**src/rtl/sha256_ctrl_if.sv**
```systemverilog
`default_nettype none
//==============================================================================
// Module   : sha256_ctrl_if
// Purpose  : Handshake and strobe bundle between a SHA-256 block requester
//            and the sha256_ctrl sequencer.
// Ports    : init, next          - start requests (requester -> controller)
//            block_load, iv_load - load strobes for schedule / IV
//            round_en, round_idx - per-round enable and round number
//            digest_update       - H += working vars strobe
//            ready, digest_valid - controller status
// Revision : 1.0 - initial release
//==============================================================================
interface sha256_ctrl_if;
   logic       init;
   logic       next;
   logic       block_load;
   logic       iv_load;
   logic       round_en;
   logic [5:0] round_idx;
   logic       digest_update;
   logic       ready;
   logic       digest_valid;

   // Requester side: issues starts, observes strobes and status.
   modport master (
      output init, next,
      input  block_load, iv_load, round_en, round_idx,
      input  digest_update, ready, digest_valid
   );

   // Controller side.
   modport slave (
      input  init, next,
      output block_load, iv_load, round_en, round_idx,
      output digest_update, ready, digest_valid
   );
endinterface
`default_nettype wire

```
**src/rtl/sha256_ctrl.sv**
```systemverilog
`default_nettype none
//==============================================================================
// Module   : sha256_ctrl
// Purpose  : Sequencer for a SHA-256 compression datapath. A start (init or
//            next) in IDLE runs LOAD (1 cycle), ROUND (NUM_ROUNDS cycles) and
//            FINAL (1 cycle), then returns to IDLE with digest_valid set.
// Params   : NUM_ROUNDS - compression rounds per block, legal range 2..64
// Ports    : clk     - rising-edge clock
//            reset_n - asynchronous active-low reset
//            bus     - sha256_ctrl_if.slave (init/next in, strobes and
//                      status out)
// Revision : 1.0 - initial release
//==============================================================================
module sha256_ctrl #(
   parameter int NUM_ROUNDS = 64
) (
   input  wire logic     clk,
   input  wire logic     reset_n,
   sha256_ctrl_if.slave  bus
);

   localparam logic [5:0] LAST_ROUND = 6'(NUM_ROUNDS - 1);

   typedef enum logic [1:0] {
      IDLE  = 2'd0,
      LOAD  = 2'd1,
      ROUND = 2'd2,
      FINAL = 2'd3
   } state_t;

   state_t     state;
   state_t     state_nxt;
   logic [5:0] round_cnt;
   logic [5:0] round_cnt_nxt;
   logic       kind_init;      // latched start kind: 1 = init, 0 = next
   logic       kind_init_nxt;
   logic       valid;
   logic       valid_nxt;

   //---------------------------------------------------------------------------
   // State register
   //---------------------------------------------------------------------------
   always_ff @(posedge clk or negedge reset_n) begin
      if (!reset_n) begin
         state     <= IDLE;
         round_cnt <= 6'd0;
         kind_init <= 1'b0;
         valid     <= 1'b0;
      end else begin
         state     <= state_nxt;
         round_cnt <= round_cnt_nxt;
         kind_init <= kind_init_nxt;
         valid     <= valid_nxt;
      end
   end

   //---------------------------------------------------------------------------
   // Next-state logic. Starts are only looked at in IDLE, so requests raised
   // while a block is in flight are dropped rather than queued.
   //---------------------------------------------------------------------------
   always_comb begin
      state_nxt     = state;
      round_cnt_nxt = round_cnt;
      kind_init_nxt = kind_init;
      valid_nxt     = valid;
      case (state)
         IDLE: begin
            if (bus.init || bus.next) begin
               state_nxt     = LOAD;
               kind_init_nxt = bus.init;   // init wins when both are high
               valid_nxt     = 1'b0;
            end
         end
         LOAD: begin
            state_nxt     = ROUND;
            round_cnt_nxt = 6'd0;
         end
         ROUND: begin
            if (round_cnt == LAST_ROUND) begin
               state_nxt     = FINAL;
               round_cnt_nxt = 6'd0;       // index reads 0 outside ROUND
            end else begin
               round_cnt_nxt = round_cnt + 6'd1;
            end
         end
         FINAL: begin
            state_nxt = IDLE;
            valid_nxt = 1'b1;
         end
         default: begin
            state_nxt     = IDLE;
            round_cnt_nxt = 6'd0;
         end
      endcase
   end

   //---------------------------------------------------------------------------
   // Outputs: decoded from registered state only, so they follow reset
   // immediately and have no path from init/next.
   //---------------------------------------------------------------------------
   assign bus.ready         = (state == IDLE);
   assign bus.block_load    = (state == LOAD);
   assign bus.iv_load       = (state == LOAD) && kind_init;
   assign bus.round_en      = (state == ROUND);
   assign bus.round_idx     = round_cnt;
   assign bus.digest_update = (state == FINAL);
   assign bus.digest_valid  = valid;

endmodule
`default_nettype wire

```
**src/flat_wrapper.sv**
```systemverilog
// flat-port wrapper written by rule: the top's interface ports become plain ports
module sha256_ctrl_flat 
#(
   parameter int NUM_ROUNDS = 64
)
  (clk, reset_n, bus_init, bus_next, bus_block_load, bus_iv_load, bus_round_en, bus_round_idx, bus_digest_update, bus_ready, bus_digest_valid);
  sha256_ctrl_if bus_i ();
  input  wire logic clk;
  input  wire logic reset_n;
  input wire logic [$bits(bus_i.init)-1:0] bus_init;
  input wire logic [$bits(bus_i.next)-1:0] bus_next;
  output wire logic [$bits(bus_i.block_load)-1:0] bus_block_load;
  output wire logic [$bits(bus_i.iv_load)-1:0] bus_iv_load;
  output wire logic [$bits(bus_i.round_en)-1:0] bus_round_en;
  output wire logic [$bits(bus_i.round_idx)-1:0] bus_round_idx;
  output wire logic [$bits(bus_i.digest_update)-1:0] bus_digest_update;
  output wire logic [$bits(bus_i.ready)-1:0] bus_ready;
  output wire logic [$bits(bus_i.digest_valid)-1:0] bus_digest_valid;
  assign bus_i.init = bus_init;
  assign bus_i.next = bus_next;
  assign bus_block_load = bus_i.block_load;
  assign bus_iv_load = bus_i.iv_load;
  assign bus_round_en = bus_i.round_en;
  assign bus_round_idx = bus_i.round_idx;
  assign bus_digest_update = bus_i.digest_update;
  assign bus_ready = bus_i.ready;
  assign bus_digest_valid = bus_i.digest_valid;
  sha256_ctrl #(.NUM_ROUNDS(NUM_ROUNDS)) u_core (.clk(clk), .reset_n(reset_n), .bus(bus_i));
endmodule
```
**config.mk**
```make
export PLATFORM = sky130hd
export DESIGN_NAME = sha256_ctrl_flat
export DESIGN_NICKNAME = d
export VERILOG_FILES = /design/src/rtl/sha256_ctrl_if.sv /design/src/rtl/sha256_ctrl.sv /design/src/flat_wrapper.sv
export SDC_FILE = /design/constraint.sdc
export NUM_CORES = 1
export LEC_CHECK = 0
export ABC_AREA = 1
export ABC_CLOCK_PERIOD_IN_PS = 1500
export BUFFER_PORTS_ARGS = -buffer_cell sky130_fd_sc_hd__buf_2
export CAP_MARGIN = 20
export CORE_ASPECT_RATIO = 1.2
export CORE_MARGIN = 5
export CORE_UTILIZATION = 25
export CTS_CLUSTER_SIZE = 40
export DETAILED_ROUTE_END_ITERATION = 6
export PLACE_DENSITY = 0.46
export SLEW_MARGIN = 20
export SYNTH_ARGS = -nofsm -noshare
export SYNTH_HDL_FRONTEND = slang
export SYNTH_SLANG_ARGS = --single-unit
```
**constraint.sdc**
```tcl
create_clock -name clk -period 1.5 [get_ports clk]
set_input_delay 0.3 -clock clk [delete_from_list [all_inputs] [get_ports clk]]
set_output_delay 0.3 -clock clk [all_outputs]
set_load 0.05 [all_outputs]
```
==> results of run 1 <==
-- worst max-delay path by stage --
| stage | endpoint | slack (ns) | cells after the start |
|---|---|---|---|
| detailed placement | u_core.bus.round_idx[3] | 0.07 | 6 |
| global placement | u_core.bus.round_idx[3] | 0.08 | 6 |
| global route | bus_iv_load | -0.02 | 5 |
| finish | bus_iv_load | 0.04 | 5 |
| CTS | bus_round_en | -0.03 | 3 |
| floorplan | bus_iv_load | -0.007 | 4 |
-- final cells by class --
cell class | count | share of cell area
tap | 31 | 0.04559
multi-input combinational | 52 | 0.3926
inverter | 12 | 0.05588
sequential | 10 | 0.3000
clock buffer | 4 | 0.04265
timing repair buffer | 18 | 0.1632
-- registers in the layout, summed over array words and instances, names as in the netlist --
register                 cells
u_core.bus.round_idx         6
u_core.bus.digest_valid      1
u_core.kind_init             1
u_core.state                 2
-- per-layer routing --
metal  part of all wire  vias to the layer above  GRT usage  wire (um)
met5                  0                        -          0          0
met4              0.020                        0    0.05607         27
met3              0.051                        2    0.02830         69
met2               0.48                       15     0.1228        654
met1               0.45                      246     0.1171        604
li1                   -                      276          -          -
-- layout by cell type, fill, tap and decap left out --
cell / count
a21oi_1: 2
buf_2: 10
buf_4: 3
buf_6: 1
buf_8: 3
clkbuf_4: 3
clkbuf_8: 1
dfrtp_1: 6
dfrtp_2: 4
dlygate4sd3_1: 1
ha_1: 2
ha_4: 3
inv_1: 9
inv_2: 2
inv_4: 1
nand2_1: 20
nand2_2: 3
nand3_1: 8
nand4_1: 1
nor2_1: 2
nor2_2: 2
nor2_4: 1
nor3_2: 1
o21a_1: 1
o21ai_0: 2
o21ai_1: 2
or2_2: 1
xor2_1: 1
-- worst max-delay path, cell delays in order (launching register included) --
cell,delay (ns)
dfrtp_2,0.44
inv_4,0.09
ha_4,0.13
nand2_2,0.04
inv_2,0.05
buf_8,0.13
-- kinds of logic after synthesis --
| logic type | share of synthesized area |
|---|---|
| buf+inv | 0.07643 |
| simple gates | 0.3142 |
| xor+xnor | 0.01486 |
| compound gates | 0.06370 |
| flops | 0.4246 |
| fa+ha+maj | 0.1062 |
-- per-stage QoR --
stage | area, um^2 | cells | utilization | setup WS (ns)
2_1_floorplan | 596.8 | 74 | - | -0.006842
3_3_place_gp | 710.7 | 120 | 0.3114 | 0.07613
3_5_place_dp | 710.7 | 120 | 0.3114 | 0.06713
4_1_cts | 780.7 | 125 | 0.3421 | -0.02933
5_1_grt | 850.8 | 127 | 0.3728 | -0.01919
6_report | 850.8 | 127 | 0.3728 | 0.03676
-- repair_timing --
item,in CTS,in global routing
endpoints found under the setup margin,4,5
hold buffers,1,0
gates resized for setup,9,15
pin swaps,0,1
buffers inserted,0,2
endpoints found under the hold margin,10,0
==> results.yml, run 1 <==
cts:
  htree_levels: 1
  insertion_delay_ns: 0.28
  clkSinkCount: 10
  clock_tree.root_cell: "clkbuf_4"
  cts_tree: "done"
  clk_pin_slew_worst_paths_ns: 0.07
  cts_buffers: 3
  clockBufferDepth: 2
sta:
  setup_viol: 0
  period_needed_ns: 1.463
  slew-limit-headroom: 0.8393
  slew_violations: 0
  skew_ns: 0.006753
  max_freq_ghz: 0.6834
  hold_viol_final: 0
  setup_tns_ns: 0
  holdWs_ns: 0.2675
  min_period_over_period: 0.9755
  rsz0062_at_grt: "true"
  worst_slew_pin_slew_ns: 0.2411
synth:
  synth_warnings: 0
  syn-cell-area_um2: 589.3
  synth_async_sr_flop_share: 1.000
  syn_inst: 74
  synth_nets: 83
  synth_most_common_cell: "nand2_1"
  synth_top_area_cell: "dfrtp_1"
  seq_area_frac_synth: 0.4246
  synth.area.top_cells: "dfrtp_1, nand2_1, ha_1, inv_1, nand3_1"
  yosysTopAreaCellShare: 0.4246
  synth_cell_type_count: 17
  synth_ff_type: "dfrtp_1"
  syn_area_per_cell_um2: 7.964
  synth_seq_cells: 10
  synth_edf_count: 0
  synth_common_cells: "nand2_1, inv_1, dfrtp_1"
route:
  drc: 0
  routed-via-count: 539
  drt-pass1-iter-count: 3
  vias_per_cell: 4.244
  drt-initial-drc-count: 3
  post_drt_wl_per_cell_um: 10.67
  wirelength_um: 1355
  final_antenna_net_count: 0
min_path:
  min-delay-path-class: "in2reg"
  whs_endpoint: "u_core.kind_init"
  hold_start: "bus_init"
  holdPathStages: 3
worst_setup_path:
  reg2reg_from: "u_core.state[1]"
  rrSetupSlack_ns: 0.11
  cp-startpoint: "u_core.state[1]"
  endpoint_kind: "output pin"
  crit_fanout: 4
  arrival_ns: 1.16
  r2r_end: "u_core.bus.round_idx[3]"
  worstRegToRegCells: 7
  timing_worst_setup_path_type: "reg2out"
  start_kind: "flop"
  crit_required_ns: 1.20
global_routing:
  grt_pass1_wl_um: 2208
  grt_overflow: 0
  grt_pass1_vias: 502
  grt_usage: 0.08930
  antenna_found_initial: 0
  grt_max_degree: 11
placed_design:
  io_buffers: 15
  place_congestion: 0.7670
  hpwl_um: 1013
finish:
  fill_cells: 262
  antenna_cells: 0
  drive_gt1_frac: 0.4063
  multiInputGateArea_um2: 334.1
  fin_nets: 106
  areaGrowthSynthToFinish_pct: 44.37
  seq_area_um2: 255.2
floorplan:
  rows: 19
  start_util: 0.2582
  die_y_um: 63.19
  die_area_mm2: 0.003432
  die_w_um: 54.32
  ios: 16
  core_region_area_mm2: 0.002282
status:
  status: "complete, no violations"
job:
  maxCapViolCount: 0
Power of run 1 is left out: the tool's default activity adds up to more than one toggle a clock period on the data nets, which glitch-free logic cannot reach.
==> run 2, diff against run 1 <==
Settings changed: ABC_CLOCK_PERIOD_IN_PS 1500 to 1800.
Clock period 1.5 ns to 1.8 ns, I/O delays scaled along.
==> run 2 against run 1 <==
  * Critical path depth fell by 2
  * Final area is 14% lower
  * Sequential share of layout area rose by 4.0 points
  * Flip-flop and latch count did not move
  * Via count is 1.7% lower
  * Clock skew decreased by 0.0045 ns
  * Setup slack gained 0.053 ns
  * Largest cell class unchanged
  * Register-to-register slack improved by 0.28 ns
  * Non-clock buffer count down 2
==> results.yml, run 2 (synthesized netlist as in run 1, its figures left out) <==
status:
  status: "complete, no violations"
finish:
  design_area_um2: 735.7
  areaGrowthSynthToFinish_pct: 24.84
  largest_reg_flops: 6
  antenna_cells: 0
  final_common_cell: "nand2_1"
  drive_gt1_frac: 0.2688
  fill_cells: 273
  finalNonFillerCells: 124
  fin_nets: 104
  final_cell_mix: "nand2_1, buf_2, inv_1, dfrtp_1, nand3_1"
global_routing:
  grt_usage: 0.08593
  grt_overflow: 0
  grt_max_degree: 11
  grt_pass1_wl_um: 2090
  grt_pass1_vias: 503
  antenna_found_initial: 0
route:
  routed.top_layer: "met4"
  dr_wl_met3_um: 97
  drt-pass1-iter-count: 4
  post_drt_wl_per_cell_um: 10.06
  wirelength_um: 1247
  routed-wl-met2_um: 518
  vias_per_cell: 4.274
  final_antenna_net_count: 0
  routed-via-count: 530
  drc: 0
  drt-initial-drc-count: 9
  m1WireLength_um: 598
worst_setup_path:
  arrival_ns: 1.35
  cp_slowest_stage_delay_ns: 0.41
  path_delay_family: "buffers and inverters"
  start_kind: "flop"
  crit_fanout: 6
  crit_required_ns: 1.44
  cp_slowest_cell: "dfrtp_1"
  worst-path-buf-inv: 2
  endpoint_kind: "output pin"
  worstPathCellList: "inv_1 > ha_1 > buf_2"
  timing_worst_setup_path_type: "reg2out"
cts:
  clock_tree.root_cell: "clkbuf_4"
  cts_buffers: 3
  clockBufferDepth: 2
  clk_pin_slew_worst_paths_ns: 0.06
  clkSinkCount: 10
  htree_levels: 1
  insertion_delay_ns: 0.26
  cts_tree: "done"
  cts_resized: 0
sta:
  skew_ns: 0.002251
  worst_slew_pin_slew_ns: 0.2540
  hold_viol_final: 0
  slew-limit-headroom: 0.8318
  setup_tns_ns: 0
  rsz0062_at_grt: "false"
  holdWs_ns: 0.3415
  setup_viol: 0
  slew_violations: 0
  max_freq_ghz: 0.5847
  period_needed_ns: 1.710
  min_period_over_period: 0.9502
floorplan:
  start_util: 0.2582
  rows: 19
  die_y_um: 63.19
  ios: 16
  die_w_um: 54.32
  core_region_area_mm2: 0.002282
  die_area_mm2: 0.003432
placed_design:
  place_congestion: 0.7663
  hpwl_um: 1019
  placed_area_um2: 703.2
  io_buffers: 15
  placed_cells: 120
job:
  maxCapViolCount: 0
min_path:
  min-delay-path-class: "in2reg"
[run 2: per-layer routing]
metal  GRT usage  up-vias
li1            -      271
met1      0.1122      235
met2      0.1168       19
met3     0.02830        5
met4     0.05607        0
met5           0        -
[run 2: final cells by class]
type,instances,area [um^2],share of cell area
timing repair buffer,16,85.08,0.1156
clock buffer,3,22.52,0.03061
inverter,12,45.04,0.06122
tap,31,38.79,0.05272
multi-input combinational,52,294.0,0.3997
sequential,10,250.2,0.3401
[run 2: timing repair]
action | in CTS | in global routing
buffers inserted | 0 | 0
endpoints found under the hold margin | 10 | 0
hold buffers | 1 | 0
[run 2: stage by stage]
stage                       util  worst slack (ns)
final                     0.3224           0.08970
after global routing      0.3224          0.007701
after CTS                 0.3224           0.06969
after detailed placement  0.3081            0.3644
after global placement    0.3081            0.3887
after floorplan                -           0.09268
[run 2: final timing paths]
path                       slack (ns)                 endpoint  depth (start not counted)             from
setup / recovery                 0.09             bus_round_en                          3  u_core.state[0]
hold / removal                   0.34         u_core.kind_init                          3         bus_init
setup reg to reg                 0.39  u_core.bus.round_idx[4]                          6  u_core.state[0]
hold reg to reg                  0.53          u_core.state[1]                          2  u_core.state[1]
max in group asynchronous        1.11          u_core.state[0]                          2          reset_n
min in group asynchronous        0.49  u_core.bus.round_idx[0]                          2          reset_n
[run 2: worst min-delay path, stage by stage]
cell	delay [ns]
buf_2	0.10
nand2_1	0.04
o21ai_0	0.06
Power of run 2 is left out for the same reason.
